## src/rtl/p405s_timereventgen.sv

```systemverilog
// Timer event source: FIT/WD tap edge detection, PIT down-counter, watchdog
// reset-request sequencer and registered timer interrupt requests.
module p405s_timereventgen #(
  parameter int FIT_BASE = 9,
  parameter int WD_BASE  = 17,
  parameter int RST_HOLD = 8
) (
  input  logic        CB,
  input  logic        resetCore,
  input  logic        tbTick,
  input  logic [0:31] tbl,
  input  logic [0:1]  tcrWp,
  input  logic [0:1]  tcrFp,
  input  logic [0:1]  tcrWrc,
  input  logic        tcrWie,
  input  logic        tcrDie,
  input  logic        tcrFie,
  input  logic        tcrAre,
  input  logic        tsrEnw,
  input  logic        tsrWis,
  input  logic        tsrPis,
  input  logic        tsrFis,
  input  logic        pitWrEn,
  input  logic [0:31] pitWrData,
  output logic [0:31] pitValue,
  output logic        hwSetFitStatus,
  output logic        hwSetPitStatus,
  output logic        wdPulse,
  output logic        hwSetWdIntrp,
  output logic        hwSetWdRst,
  output logic [0:1]  wdRstType,
  output logic        wdRstReq,
  output logic        wdIntrpReq,
  output logic        pitIntrpReq,
  output logic        fitIntrpReq
);

  localparam int CW = (RST_HOLD > 1) ? $clog2(RST_HOLD) : 1;
  localparam logic [CW-1:0] HOLD_LOAD = CW'(RST_HOLD - 1);

  // Big-endian bit numbering: weight 2^k lives at tbl[31-k].
  localparam int FIT_IDX0 = 31 - FIT_BASE;
  localparam int FIT_IDX1 = 31 - FIT_BASE - 4;
  localparam int FIT_IDX2 = 31 - FIT_BASE - 8;
  localparam int FIT_IDX3 = 31 - FIT_BASE - 12;
  localparam int WD_IDX0  = 31 - WD_BASE;
  localparam int WD_IDX1  = 31 - WD_BASE - 4;
  localparam int WD_IDX2  = 31 - WD_BASE - 8;
  localparam int WD_IDX3  = 31 - WD_BASE - 12;

  typedef enum logic {WD_IDLE, WD_RST} wd_state_e;

  wd_state_e      state_q, state_d;
  logic [CW-1:0]  cnt_q, cnt_d;
  logic [0:31]    pit_q, pit_d;
  logic [0:31]    reload_q, reload_d;
  logic           fit_hist_q, fit_hist_d;
  logic           wd_hist_q, wd_hist_d;
  logic           fit_set_q, fit_set_d;
  logic           pit_set_q, pit_set_d;
  logic           wd_pulse_q, wd_pulse_d;
  logic           wd_intrp_q, wd_intrp_d;
  logic           wd_rst_q, wd_rst_d;
  logic [0:1]     rst_type_q, rst_type_d;
  logic           wd_irq_q, wd_irq_d;
  logic           pit_irq_q, pit_irq_d;
  logic           fit_irq_q, fit_irq_d;
  logic           fit_tap, wd_tap, fit_evt, wd_evt;

  always_comb begin
    fit_tap = 1'b0;
    wd_tap  = 1'b0;
    case (tcrFp)
      2'd0:    fit_tap = tbl[FIT_IDX0];
      2'd1:    fit_tap = tbl[FIT_IDX1];
      2'd2:    fit_tap = tbl[FIT_IDX2];
      default: fit_tap = tbl[FIT_IDX3];
    endcase
    case (tcrWp)
      2'd0:    wd_tap = tbl[WD_IDX0];
      2'd1:    wd_tap = tbl[WD_IDX1];
      2'd2:    wd_tap = tbl[WD_IDX2];
      default: wd_tap = tbl[WD_IDX3];
    endcase
  end

  always_comb begin
    fit_evt    = fit_tap & ~fit_hist_q;
    wd_evt     = wd_tap & ~wd_hist_q;
    fit_hist_d = fit_tap;
    wd_hist_d  = wd_tap;
    fit_set_d  = fit_evt;

    pit_d     = pit_q;
    reload_d  = reload_q;
    pit_set_d = 1'b0;
    if (pitWrEn) begin
      pit_d    = pitWrData;
      reload_d = pitWrData;
    end else if (tbTick && (pit_q > 32'd1)) begin
      pit_d = pit_q - 32'd1;
    end else if (tbTick && (pit_q == 32'd1)) begin
      pit_set_d = 1'b1;
      pit_d     = tcrAre ? reload_q : '0;
    end

    state_d    = state_q;
    cnt_d      = cnt_q;
    wd_pulse_d = 1'b0;
    wd_intrp_d = 1'b0;
    wd_rst_d   = 1'b0;
    rst_type_d = rst_type_q;
    case (state_q)
      WD_IDLE: begin
        if (wd_evt) begin
          wd_pulse_d = 1'b1;
          if (tsrEnw && !tsrWis) begin
            wd_intrp_d = 1'b1;
          end else if (tsrEnw && tsrWis && (tcrWrc != 2'b00)) begin
            wd_rst_d   = 1'b1;
            rst_type_d = tcrWrc;
            state_d    = WD_RST;
            cnt_d      = HOLD_LOAD;
          end
        end
      end
      WD_RST: begin
        // Watchdog edges arriving while the request is held are dropped.
        if (cnt_q == '0) state_d = WD_IDLE;
        else             cnt_d   = cnt_q - 1'b1;
      end
      default: state_d = WD_IDLE;
    endcase

    wd_irq_d  = tsrWis & tcrWie;
    pit_irq_d = tsrPis & tcrDie;
    fit_irq_d = tsrFis & tcrFie;
  end

  always_ff @(posedge CB or posedge resetCore) begin
    if (resetCore) begin
      state_q    <= WD_IDLE;
      cnt_q      <= '0;
      pit_q      <= '0;
      reload_q   <= '0;
      fit_hist_q <= 1'b1;
      wd_hist_q  <= 1'b1;
      fit_set_q  <= 1'b0;
      pit_set_q  <= 1'b0;
      wd_pulse_q <= 1'b0;
      wd_intrp_q <= 1'b0;
      wd_rst_q   <= 1'b0;
      rst_type_q <= '0;
      wd_irq_q   <= 1'b0;
      pit_irq_q  <= 1'b0;
      fit_irq_q  <= 1'b0;
    end else begin
      state_q    <= state_d;
      cnt_q      <= cnt_d;
      pit_q      <= pit_d;
      reload_q   <= reload_d;
      fit_hist_q <= fit_hist_d;
      wd_hist_q  <= wd_hist_d;
      fit_set_q  <= fit_set_d;
      pit_set_q  <= pit_set_d;
      wd_pulse_q <= wd_pulse_d;
      wd_intrp_q <= wd_intrp_d;
      wd_rst_q   <= wd_rst_d;
      rst_type_q <= rst_type_d;
      wd_irq_q   <= wd_irq_d;
      pit_irq_q  <= pit_irq_d;
      fit_irq_q  <= fit_irq_d;
    end
  end

  assign pitValue       = pit_q;
  assign hwSetFitStatus = fit_set_q;
  assign hwSetPitStatus = pit_set_q;
  assign wdPulse        = wd_pulse_q;
  assign hwSetWdIntrp   = wd_intrp_q;
  assign hwSetWdRst     = wd_rst_q;
  assign wdRstType      = rst_type_q;
  assign wdRstReq       = (state_q == WD_RST);
  assign wdIntrpReq     = wd_irq_q;
  assign pitIntrpReq    = pit_irq_q;
  assign fitIntrpReq    = fit_irq_q;

endmodule

```

## config.mk

```make
export PLATFORM = sky130hd
export DESIGN_NAME = p405s_timereventgen
export DESIGN_NICKNAME = d
export VERILOG_FILES = /design/src/rtl/p405s_timereventgen.sv
export SDC_FILE = /design/constraint.sdc
export NUM_CORES = 1
export LEC_CHECK = 0
export CORE_UTILIZATION = 48
export DETAILED_ROUTE_END_ITERATION = 8
export PLACE_DENSITY = 0.8
export REMOVE_ABC_BUFFERS = 1
export SLEW_MARGIN = 20
export SYNTH_ARGS = -nofsm -noshare
export SYNTH_HDL_FRONTEND = slang
export SYNTH_SLANG_ARGS = --single-unit
export TNS_END_PERCENT = 50
```

## constraint.sdc

```tcl
create_clock -name CB -period 3 [get_ports CB]
set_input_delay 0.6 -clock CB [delete_from_list [all_inputs] [get_ports CB]]
set_output_delay 0.6 -clock CB [all_outputs]
set_load 0.02 [all_outputs]
```

# [After elaboration in Yosys (flattened, before gate mapping)]
# Index checks and enable logic that the tools add are counted.
[word_totals] ff_bits=80 in_bits=82 output_inout_bits=43 elab_cells=74
[op_classes] addsub=2 magnitude_cmp=1 eq_ne=9 mux=25 n_bitwise=9 n_reduce_logical=13
[ops] cell="32-bit two-way mux" count=4
[ops] cell="32-bit by 1-bit == test with 1-bit output, second input constant" count=1
[ops] cell="32-bit by 1-bit greater-than comparator with 1-bit output, second input constant" count=1
[ops] cell="32-bit by 1-bit subtractor with 32-bit output, second input constant" count=1
[ops] cell="1-bit two-way mux" count=13
[ops] cell="3-bit two-way mux" count=4
[ops] cell="2-bit != test, second input constant" count=4
[ops] cell="4-bit AND reduction" count=2
[ops] cell="1-bit case mux with 3 select lines" count=2
[ops] cell="3-bit case mux with 2 select lines" count=1
[ops] cell="1-bit bitwise AND" count=5
[ops] cell="1-bit logical AND" count=5
[ops] cell="2-bit by 1-bit == test with 1-bit output, second input constant" count=2
[ops] cell="2-bit == test, second input constant" count=2
[ops] cell="2-bit logical NOT" count=2
[ops] cell="1-bit NOT" count=4
[ops] cell="3-bit logical NOT" count=1
[ops] cell="3-bit nonzero test" count=1
[ops] cell="3-bit by 1-bit subtractor with 3-bit output, second input constant" count=1
[ops] cell="1-bit case mux with 2 select lines" count=1
[ops] cell="2-bit nonzero test" count=1
[ops] cell="1-bit logical NOT" count=1

# [Logic depth before layout (Yosys ltp)]
# Gate-level depths: netlist of run 1.
[depth] ltp_word=6 mapped_depth=9 ltp_nobuf=8

# [Worst setup path after synthesis of run 1]
# Ideal clock, no wire load.
[synth_timing] path_kind="reg2reg" from="register pit_q, in the netlist pitValue[31]" to="register pit_q, in the netlist pitValue[14]" setup_ns=0.121 arrival_time_ns=2.589 t_required_ns=2.879 setup_slack_ns=0.290 path_stages_with_launch=10 path_buffers=1 synth_period_minus_slack_ns=2.710 path_cell_list="dfrtp_1 inv_1 ha_1 or3b_2 nand3b_1 o41a_1 nor2_1 buf_2 a31oi_1 o22a_1"
[synth_via] elab_chain_len=4 elab_cells_between_ends=8 cone_classes="1 x add/sub; 1 x order compare; 1 x eq/ne; 2 x mux; 3 x reduce/logical"
[synth_lines] element="start: declaration" line_no="55" source="logic [0:31] pit_q, pit_d;"
[synth_lines] element="start signal: assignment" line_no="160" source="pit_q <= pit_d;"
[synth_lines] element="32-bit by 1-bit greater-than comparator with 1-bit output" line_no="100" source="end else if (tbTick && (pit_q > 32'd1)) begin"
[synth_lines] element="1-bit logical AND" line_no="100"
[synth_lines] element="32-bit two-way mux" line_no="100"
[synth_lines] element="32-bit two-way mux" line_no="97" source="if (pitWrEn) begin"
# Parallel ways exist; a longest one is shown, timed or not.
# A chain may end at the register's enable or synchronous reset.

# [Worst setup path after layout of run 1]
[layout_timing] from="register pit_q, in the netlist pitValue[30]" to="register pit_q, in the netlist pitValue[2]"
# Same word-level chain as after synthesis.

==> results of run 1 <==
[worst paths after layout]
| path | slack [ns] | cells after the start | end | start |
|---|---|---|---|---|
| worst max-delay path | 0.21 | 9 | pitValue[2] | pitValue[30] |
| worst min-delay path | 0.47 | 1 | cnt_q[0] | cnt_q[0] |
| worst max register to register | 0.21 | 9 | pitValue[2] | pitValue[30] |
| worst min register to register | 0.47 | 1 | cnt_q[0] | cnt_q[0] |
| max in group asynchronous | 2.00 | 3 | fit_hist_q | resetCore |
| min in group asynchronous | 0.65 | 3 | reload_q[5] | resetCore |
[sequential cells by signal, summed over array words and instances, names as in the netlist]
name / flops
wdIntrpReq: 1
wdRstType: 2
hwSetFitStatus: 1
fitIntrpReq: 1
reload_q: 32
cnt_q: 3
fit_hist_q: 1
wd_hist_q: 1
hwSetWdIntrp: 1
hwSetPitStatus: 1
wdRstReq: 1
pitIntrpReq: 1
pitValue: 32
wdPulse: 1
hwSetWdRst: 1
[per-layer routing]
layer / GRT usage, % / part of all wire, %
met2: 45.88 / 48
met3: 6.156 / 7.8
met1: 36.64 / 42
met5: 0 / 0
met4: 11.89 / 2.2
[Yosys cell counts (7+ instances only)]
master	count	share of area (%)
a22oi_1	8	1.4
nor4_1	7	0.99
nor2_1	26	2.2
nand3_1	11	1.2
o21ai_1	10	1.1
nor3_1	17	1.9
o21ai_0	35	4.0
xor2_1	7	1.4
dfrtp_1	78	44
inv_1	37	3.1
mux2_2	10	2.5
clkbuf_1	18	1.5
o22a_1	10	2.0
a31oi_1	12	1.7
a21oi_1	25	2.8
a32oi_1	7	1.4
a221oi_1	8	1.6
nand2_1	58	4.9
[kinds of logic (layout without fill, tap and decap cells)]
| family | Yosys count | count (layout) | synth area share (%) |
|---|---|---|---|
| and+or+nand+nor | 164 | 164 | 19.33 |
| AOI/OAI and AO/OA | 146 | 146 | 22.45 |
| DFF | 80 | 80 | 45.34 |
| buffers and inverters | 63 | 181 | 5.774 |
| muxes | 13 | 13 | 3.793 |
| xor gates and xnor gates | 11 | 11 | 2.179 |
| adders and majority gates | 4 | 4 | 1.132 |
[worst register-to-register path, cell delays in order (launching register included)]
cell	delay (ns)
dfrtp_1	0.45
inv_1	0.11
ha_1	0.21
or3b_2	0.55
nand3b_1	0.21
o41a_1	0.46
nand2_1	0.27
buf_4	0.21
o21ai_0	0.09
a2bb2oi_1	0.15
[cells in the final DEF, fill, tap and decap left out, drive strengths merged, types with 4 or more instances in the layout]
cell,netlist,final
a221oi,8,8
buf,8,31
a22oi,8,8
clkdlybuf4s50,0,97
o22a,10,10
mux2,10,10
a32oi,7,7
xor2,7,7
nor3,18,18
and3,5,5
nor4,9,9
nand4,5,5
a21oi,25,25
o21ai,45,45
nor2,26,26
or4,6,6
ha,4,4
nand3,11,11
a31oi,12,12
inv,37,37
or3,4,4
xnor2,4,4
o22ai,4,4
nand2,58,58
dfrtp,78,78
nand2b,4,4
clkbuf,18,11
[what timing repair did]
| action | CTS | global route |
|---|---|---|
| resized for setup | 0 | 1 |
| hold endpoints to repair | 0 | 0 |
| buffers inserted | 0 | 0 |
| endpoints found under the setup margin | 0 | 1 |
[through the flow]
stage / setup slack (ns) / power [W] / setup TNS (ns)
2_1_floorplan: -0.3419 / 0.001786 / -5.487
3_3_place_gp: 0.2183 / 0.002174 / 0
3_5_place_dp: 0.1896 / 0.002210 / 0
4_1_cts: 0.1481 / 0.003052 / 0
5_1_grt: 0.06315 / 0.003188 / 0
6_report: 0.2125 / 0.003040 / 0
[cell type report]
type                    count  area [µm²]
repair buffers            128        1214
flip-flops and latches     80        2004
clock inverters             5       55.05
well taps                 108       135.1
inverters                  37       138.9
clock buffers              11       151.4
multi-input cells         338        2163
fillers                   697        2944
[power by group through the flow]
| stage | Sequential (W) | Clock (W) | Combinational, W |
|---|---|---|---|
| after floorplan | 0.00145 | 0 | 0.000340 |
| after global placement | 0.00137 | 0 | 0.000800 |
| after detailed placement | 0.00138 | 0 | 0.000826 |
| after CTS | 0.00136 | 0.000855 | 0.000832 |
| after global routing | 0.00139 | 0.000896 | 0.000905 |
| final | 0.00137 | 0.000843 | 0.000828 |
==> reports/qor.txt, run 1 <==
first-pass GRT wire length = 21.56 mm
CTS root buf = clkbuf_8
initial antenna violation count = 0
mapped cell area = 4420 µm²
Switching Share = 32.62%
CP Capture Type = register
die area = 9597 µm²
Max Cap Violations = 0
CTS tree = yes
Final GP Congestion = 0.9147
fin nets = 680
Final Non-Filler Cells = 707
Inst Count DP = 691
final setup violation count = 0
total wire length = 12.85 mm
leakage power figure = 2.521 nW
Slew @ Worst Pin = 0.7184 ns
Min-Delay Path Class = register to register
Longest Clk Path Bufs = 2
status = finished with violations
routed len/inst = 18.18 µm
CTS H-Tree Depth = 3
Mean Syn Cell Area = 9.190 µm²
Logic pwr share = 27.2%
die height = 97.97 µm
failing checks = DRC
Startpoint Class = register
crit path DAT = 3.08 ns
Sw Pwr = 0.0009915 W
Synth Instances = 481
share of post-route cells with drive strength above 1 = 12.02%
GR Overflow Total = 0
register area share after synthesis = 45.34%
crit-path max cell delay = 0.55 ns
initial drt markers = 304
crit path max fanout = 7
Max VDD drop = 0.4653 mV
Reg power frac = 45.0%
Synth warnings = 0
post-route design area = 5862 µm²
Worst-path clk slew = 0.08 ns
via/cell ratio = 6.119
WP data required = 3.29 ns
Routed Antenna Nets = 0
Max Clk Rate = 0.3588 GHz
pins over their slew limit = 0
Clk network pwr share = 27.7%
core box area = 8806 µm²
period utilization = 92.92%
# DRC = 7
Worst-Skew Late Latency = 0.36 ns
CTS buffer count = 9
WS Path Type = register to register
final hold vios = 0
crit path time final = 2.787 ns
Slew headroom = 51.96%
asr flop ratio synth = 100.0%
via count = 4326
Buf+Inv Stages, Crit Path = 2
drt first pass iters = 7
HPWL reported at the end of detailed placement = 9.068 mm
FF+latch count, synth = 80
Rows = 34
Synth cell types = 64
Int Power = 0.002048 W
hold slack = 0.4737 ns
Port Buffers = 98
fin util = 66.57%
CP cell instances = inv_1 -> ha_1 -> or3b_2 -> nand3b_1 -> o41a_1 -> nand2_1 -> buf_4 -> o21ai_0 -> a2bb2oi_1
Worst path slowest cell = or3b_2
Antenna diodes = 0
Post-Place Cell Area = 5653 µm²
largest net degree at the start of global routing = 81
post-route clock skew = 0.004805 ns
synthesis-to-finish area growth = 32.61%
Initial Util = 50.20%
Die Wd = 97.97 µm
Cell Pwr Density = 518.5 nW/µm²
Tot GR Track Use = 28.27%
RSZ-0062 raised after global routing = false
clk sink count = 80
ys flop type = dfrtp_1
number of flops mapped to enable cells by yosys = 0
# IOs = 125
Post-CTS Hold Buffers = 0
cell family with most CP delay = simple AND/OR/NAND/NOR gates
vias in the first global route = 4413
No activity file was read; power rests on OpenSTA's default activity.
==> run 2: changes to the inputs <==
CORE_MARGIN = 3   (was unset)
==> run 2 against run 1 <==
The flow now finishes without violations; final cell count shrank 0.14%; setup slack worse by 0.027 ns; global-route usage fell by 2.8 points; clock-buffer cell count is 2 lower; sequential power is essentially flat; critical path type unchanged; clock skew increased by 0.010 ns.
==> reports/qor.txt, run 2 (synthesized netlist as in run 1, its figures left out) <==
CP Capture Type = register
Final GP Congestion = 0.9705
Startpoint Class = register
WS Path Type = register to register
first-pass GRT wire length = 21.22 mm
die height = 102.0 µm
r2r setup slk = 0.19 ns
total wire length = 12.87 mm
via count = 4325
cell depth of the worst flop-to-flop path = 8
Initial Util = 49.96%
clk sink count = 80
final hold vios = 0
most frequent cells in the layout = 97 x clkdlybuf4s50_1, 78 x dfrtp_1, 58 x nand2_1, 36 x inv_1, 35 x o21ai_0
share of post-route cells with drive strength above 1 = 11.71%
largest net degree at the start of global routing = 66
Resized Gates After CTS = 0
CTS root buf = clkbuf_8
Max Clk Rate = 0.3553 GHz
Tot GR Track Use = 25.45%
crit path max fanout = 12
Post-CTS Hold Buffers = 0
CTS buffer count = 9
RSZ-0062 raised after global routing = false
Cell Pwr Density = 514.9 nW/µm²
synthesis-to-finish area growth = 32.04%
routed len/inst = 18.23 µm
core box area = 8848 µm²
die area = 10400 µm²
hold slack = 0.4717 ns
crit path DAT = 3.09 ns
period utilization = 93.81%
total power = 0.003005 W
drt first pass iters = 6
post-CTS setup buffer count = 0
Rows = 34
post-route design area = 5837 µm²
setup_tns = 0 ns
HPWL reported at the end of detailed placement = 9.302 mm
Port Buffers = 98
fin nets = 679
Fillers = 734
Min-Delay Path Class = primary input to async pin
Post-Place Cell Area = 5647 µm²
status = complete, no violations
final setup violation count = 0
R2R Path Start = pitValue[30]
# IOs = 125
WP data required = 3.27 ns
GR Overflow Total = 0
initial antenna violation count = 0
Die Wd = 102.0 µm
vias in the first global route = 4367
via/cell ratio = 6.126
initial drt markers = 356
pins over their slew limit = 0
crit path time final = 2.814 ns
Worst-Skew Late Latency = 0.37 ns
beginning of the critical path = pitValue[30]
CTS tree = yes
Antenna diodes = 0
CTS H-Tree Depth = 3
most common cell after layout, fill and taps aside = clkdlybuf4s50_1
# DRC = 0
Worst-path clk slew = 0.10 ns
Slew headroom = 59.16%
leakage power figure = 2.515 nW
post-route clock skew = 0.01504 ns
Max VDD drop = 0.3630 mV
Longest Clk Path Bufs = 2
Routed Antenna Nets = 0
Slew @ Worst Pin = 0.6107 ns
Max Cap Violations = 0
[run 2: worst max-delay path, stage by stage, from the launching register on]
cell      delay [ns]
dfrtp_1         0.45
inv_1           0.11
ha_1            0.21
or3b_2          0.48
nand3b_1        0.21
buf_4           0.18
o41ai_4         0.34
nand2_1         0.39
o22a_1          0.35
[run 2: layout make-up]
cell class | instances | area [µm²] | share of cell area (%)
clock inverter | 7 | 66.31 | 1.136
inverter | 37 | 140.1 | 2.401
multi-input combinational | 338 | 2161 | 37.02
sequential | 80 | 2004 | 34.34
tap | 108 | 135.1 | 2.315
timing repair buffer | 127 | 1206 | 20.66
clock buffer | 9 | 123.9 | 2.122
[run 2: through the flow]
stage	instances	setup slack (ns)	util, %
after floorplan	455	-0.3419	-
after global placement	690	0.2824	63.82
after detailed placement	690	0.2193	63.82
after CTS	706	0.1950	65.96
after global routing	706	0.04745	65.96
final	706	0.1856	65.96
[run 2: routing by layer]
layer | up-vias | track usage, % | wire, µm
met2 | 244 | 41.18 | 6208
met4 | 0 | 7.770 | 184
li1 | 1987 | - | -
met5 | - | 0 | 0
met3 | 26 | 6.212 | 1226
met1 | 2068 | 33.97 | 5251
[run 2: final timing paths]
check | end
max | pitValue[28]
min | wdRstType[1]
max reg2reg | pitValue[28]
min reg2reg | cnt_q[0]
max in group asynchronous | pitValue[23]
min in group CB | cnt_q[0]
[run 2: where the power goes]
group          switching, W  total, W  internal (W)
Clock              0.000481  0.000808      0.000327
Sequential         0.000143   0.00137       0.00122
Combinational      0.000432  0.000832      0.000400
Total               0.00106   0.00301       0.00195
==> run 3: changes to the inputs <==
SLEW_MARGIN = unset   (was 20)
clock period = 3.22 ns   (was 3 ns; I/O delays follow)
==> run 3 against run 2 <==
Register-to-register slack improved by 0.07 ns; non-clock buffer count down 7; maximum frequency fell by 5.2%; global-route usage rose by 0.39 points; setup slack improved by 0.066 ns; power is 3.4% lower; clock skew down 0.00096 ns; combinational power decreased by 8.9%; hold slack improved by 0.012 ns; clock power is 7.3% higher; sequential share of layout area increased by 0.16 points; die area is the same; largest power group unchanged; highest routed layer unchanged.
==> reports/qor.txt, run 3 (synthesized netlist as in run 1, its figures left out) <==
WS Path Type = register to register
via count = 4317
Inst Count DP = 683
Reg power frac = 44.0%
GR Overflow Total = 0
Initial Util = 49.96%
crit path time final = 2.968 ns
# IOs = 125
initial drt markers = 328
Rows = 34
core box area = 8848 µm²
HPWL reported at the end of detailed placement = 9.514 mm
Clk network pwr share = 29.8%
status = complete, no violations
WP data required = 3.47 ns
CTS buffer count = 9
Slew @ Worst Pin = 0.9486 ns
Final Non-Filler Cells = 699
Switching Share = 32.40%
final setup violation count = 0
Worst-path clk slew = 0.09 ns
total power = 0.002904 W
Sw Pwr = 0.0009408 W
first-pass GRT wire length = 21.21 mm
fin nets = 672
total wire length = 13.14 mm
routed len/inst = 18.80 µm
Int Power = 0.001963 W
Final GP Congestion = 0.9306
Max Cap Violations = 0
final hold vios = 0
Post-CTS Hold Buffers = 0
Max VDD drop = 0.3496 mV
Startpoint Class = register
die height = 102.0 µm
R2R Path Start = pitValue[31]
Worst-Skew Late Latency = 0.37 ns
initial antenna violation count = 0
crit path DAT = 3.22 ns
most common cell after layout, fill and taps aside = clkdlybuf4s50_1
setup_tns = 0 ns
r2r setup slk = 0.25 ns
beginning of the critical path = pitValue[31]
fin util = 65.67%
drt first pass iters = 5
Cell Pwr Density = 499.8 nW/µm²
largest net degree at the start of global routing = 48
CTS root buf = clkbuf_8
Longest Clk Path Bufs = 2
Routed Antenna Nets = 0
clk sink count = 80
post-route clock skew = 0.01408 ns
CTS H-Tree Depth = 3
Slew headroom = 36.18%
via/cell ratio = 6.176
period utilization = 92.19%
Port Buffers = 98
post-CTS setup buffer count = 0
Antenna diodes = 0
vias in the first global route = 4354
Tot GR Track Use = 25.84%
min-delay src = cnt_q[0]
crit path max fanout = 17
share of post-route cells with drive strength above 1 = 10.66%
RSZ-0062 raised after global routing = false
synthesis-to-finish area growth = 31.45%
Die Wd = 102.0 µm
CP Capture Type = register
leakage power figure = 2.494 nW
pins over their slew limit = 0
Place WS = 0.2939 ns
# DRC = 0
CTS tree = yes
die area = 10400 µm²
Logic pwr share = 26.1%
Max Clk Rate = 0.3369 GHz
Resized Gates After CTS = 0
most frequent cells in the layout = 97 x clkdlybuf4s50_1, 78 x dfrtp_1, 58 x nand2_1, 36 x inv_1, 35 x o21ai_0
setup ws final = 0.2515 ns
Min-Delay Path Class = register to register
## run 3: cell types whose count changed in the layout (fill, tap and decap cells not counted)
cell / change
inv_6: -4
clkbuf_8: +1
inv_8: -2
buf_4: -6
clkinv_4: +2
clkinv_2: +1
bufinv_16: +2
buf_12: -1
## run 3: power by group through the flow
stage / Combinational (W) / Sequential, W / Clock (W)
after global placement: 0.000731 / 0.00128 / 0
after floorplan: 0.000317 / 0.00135 / 0
after detailed placement: 0.000758 / 0.00129 / 0
final: 0.000758 / 0.00128 / 0.000867
after global routing: 0.000822 / 0.00129 / 0.000920
after CTS: 0.000761 / 0.00127 / 0.000871
## run 3: cell type report
cell class	instances	area (µm²)
well taps	108	135.1
flip-flops and latches	80	2004
fillers	723	3038
clock inverters	6	91.34
repair buffers	120	1141
clock buffers	10	137.6
inverters	37	140.1
multi-input cells	338	2161
## run 3: per-stage QoR
stage | cell area, µm² | hold WS, ns
after floorplan | 4304 | 0.4396
final | 5811 | 0.4833
after detailed placement | 5582 | 0.4653
after global placement | 5582 | 0.4538
after CTS | 5811 | 0.4852
after global routing | 5811 | 0.4969
## run 3: metal layers
layer / up-vias / GRT usage, % / part of all wire (%)
li1: 1979 / - / -
met1: 2049 / 35.14 / 41
met2: 252 / 40.83 / 47
met3: 37 / 5.119 / 9.9
met4: 0 / 10.19 / 2.5
met5: - / 0 / 0
## run 3: worst max-delay path, stage by stage (launching register included)
cell and delay [ns]:
dfrtp_1 0.46, inv_1 0.12, ha_1 0.22, or3b_2 0.50, nand3b_1 0.33, o41a_1 0.52
nor2_1 0.14, buf_4 0.28, a31oi_1 0.07, o22a_1 0.21
## run 3: path summary, 6_finish.rpt
kind,cells after the start,to
max,9,pitValue[14]
min,1,cnt_q[0]
max reg2reg,9,pitValue[14]
min reg2reg,1,cnt_q[0]
max in group asynchronous,3,wd_hist_q
min in group asynchronous,2,reload_q[9]
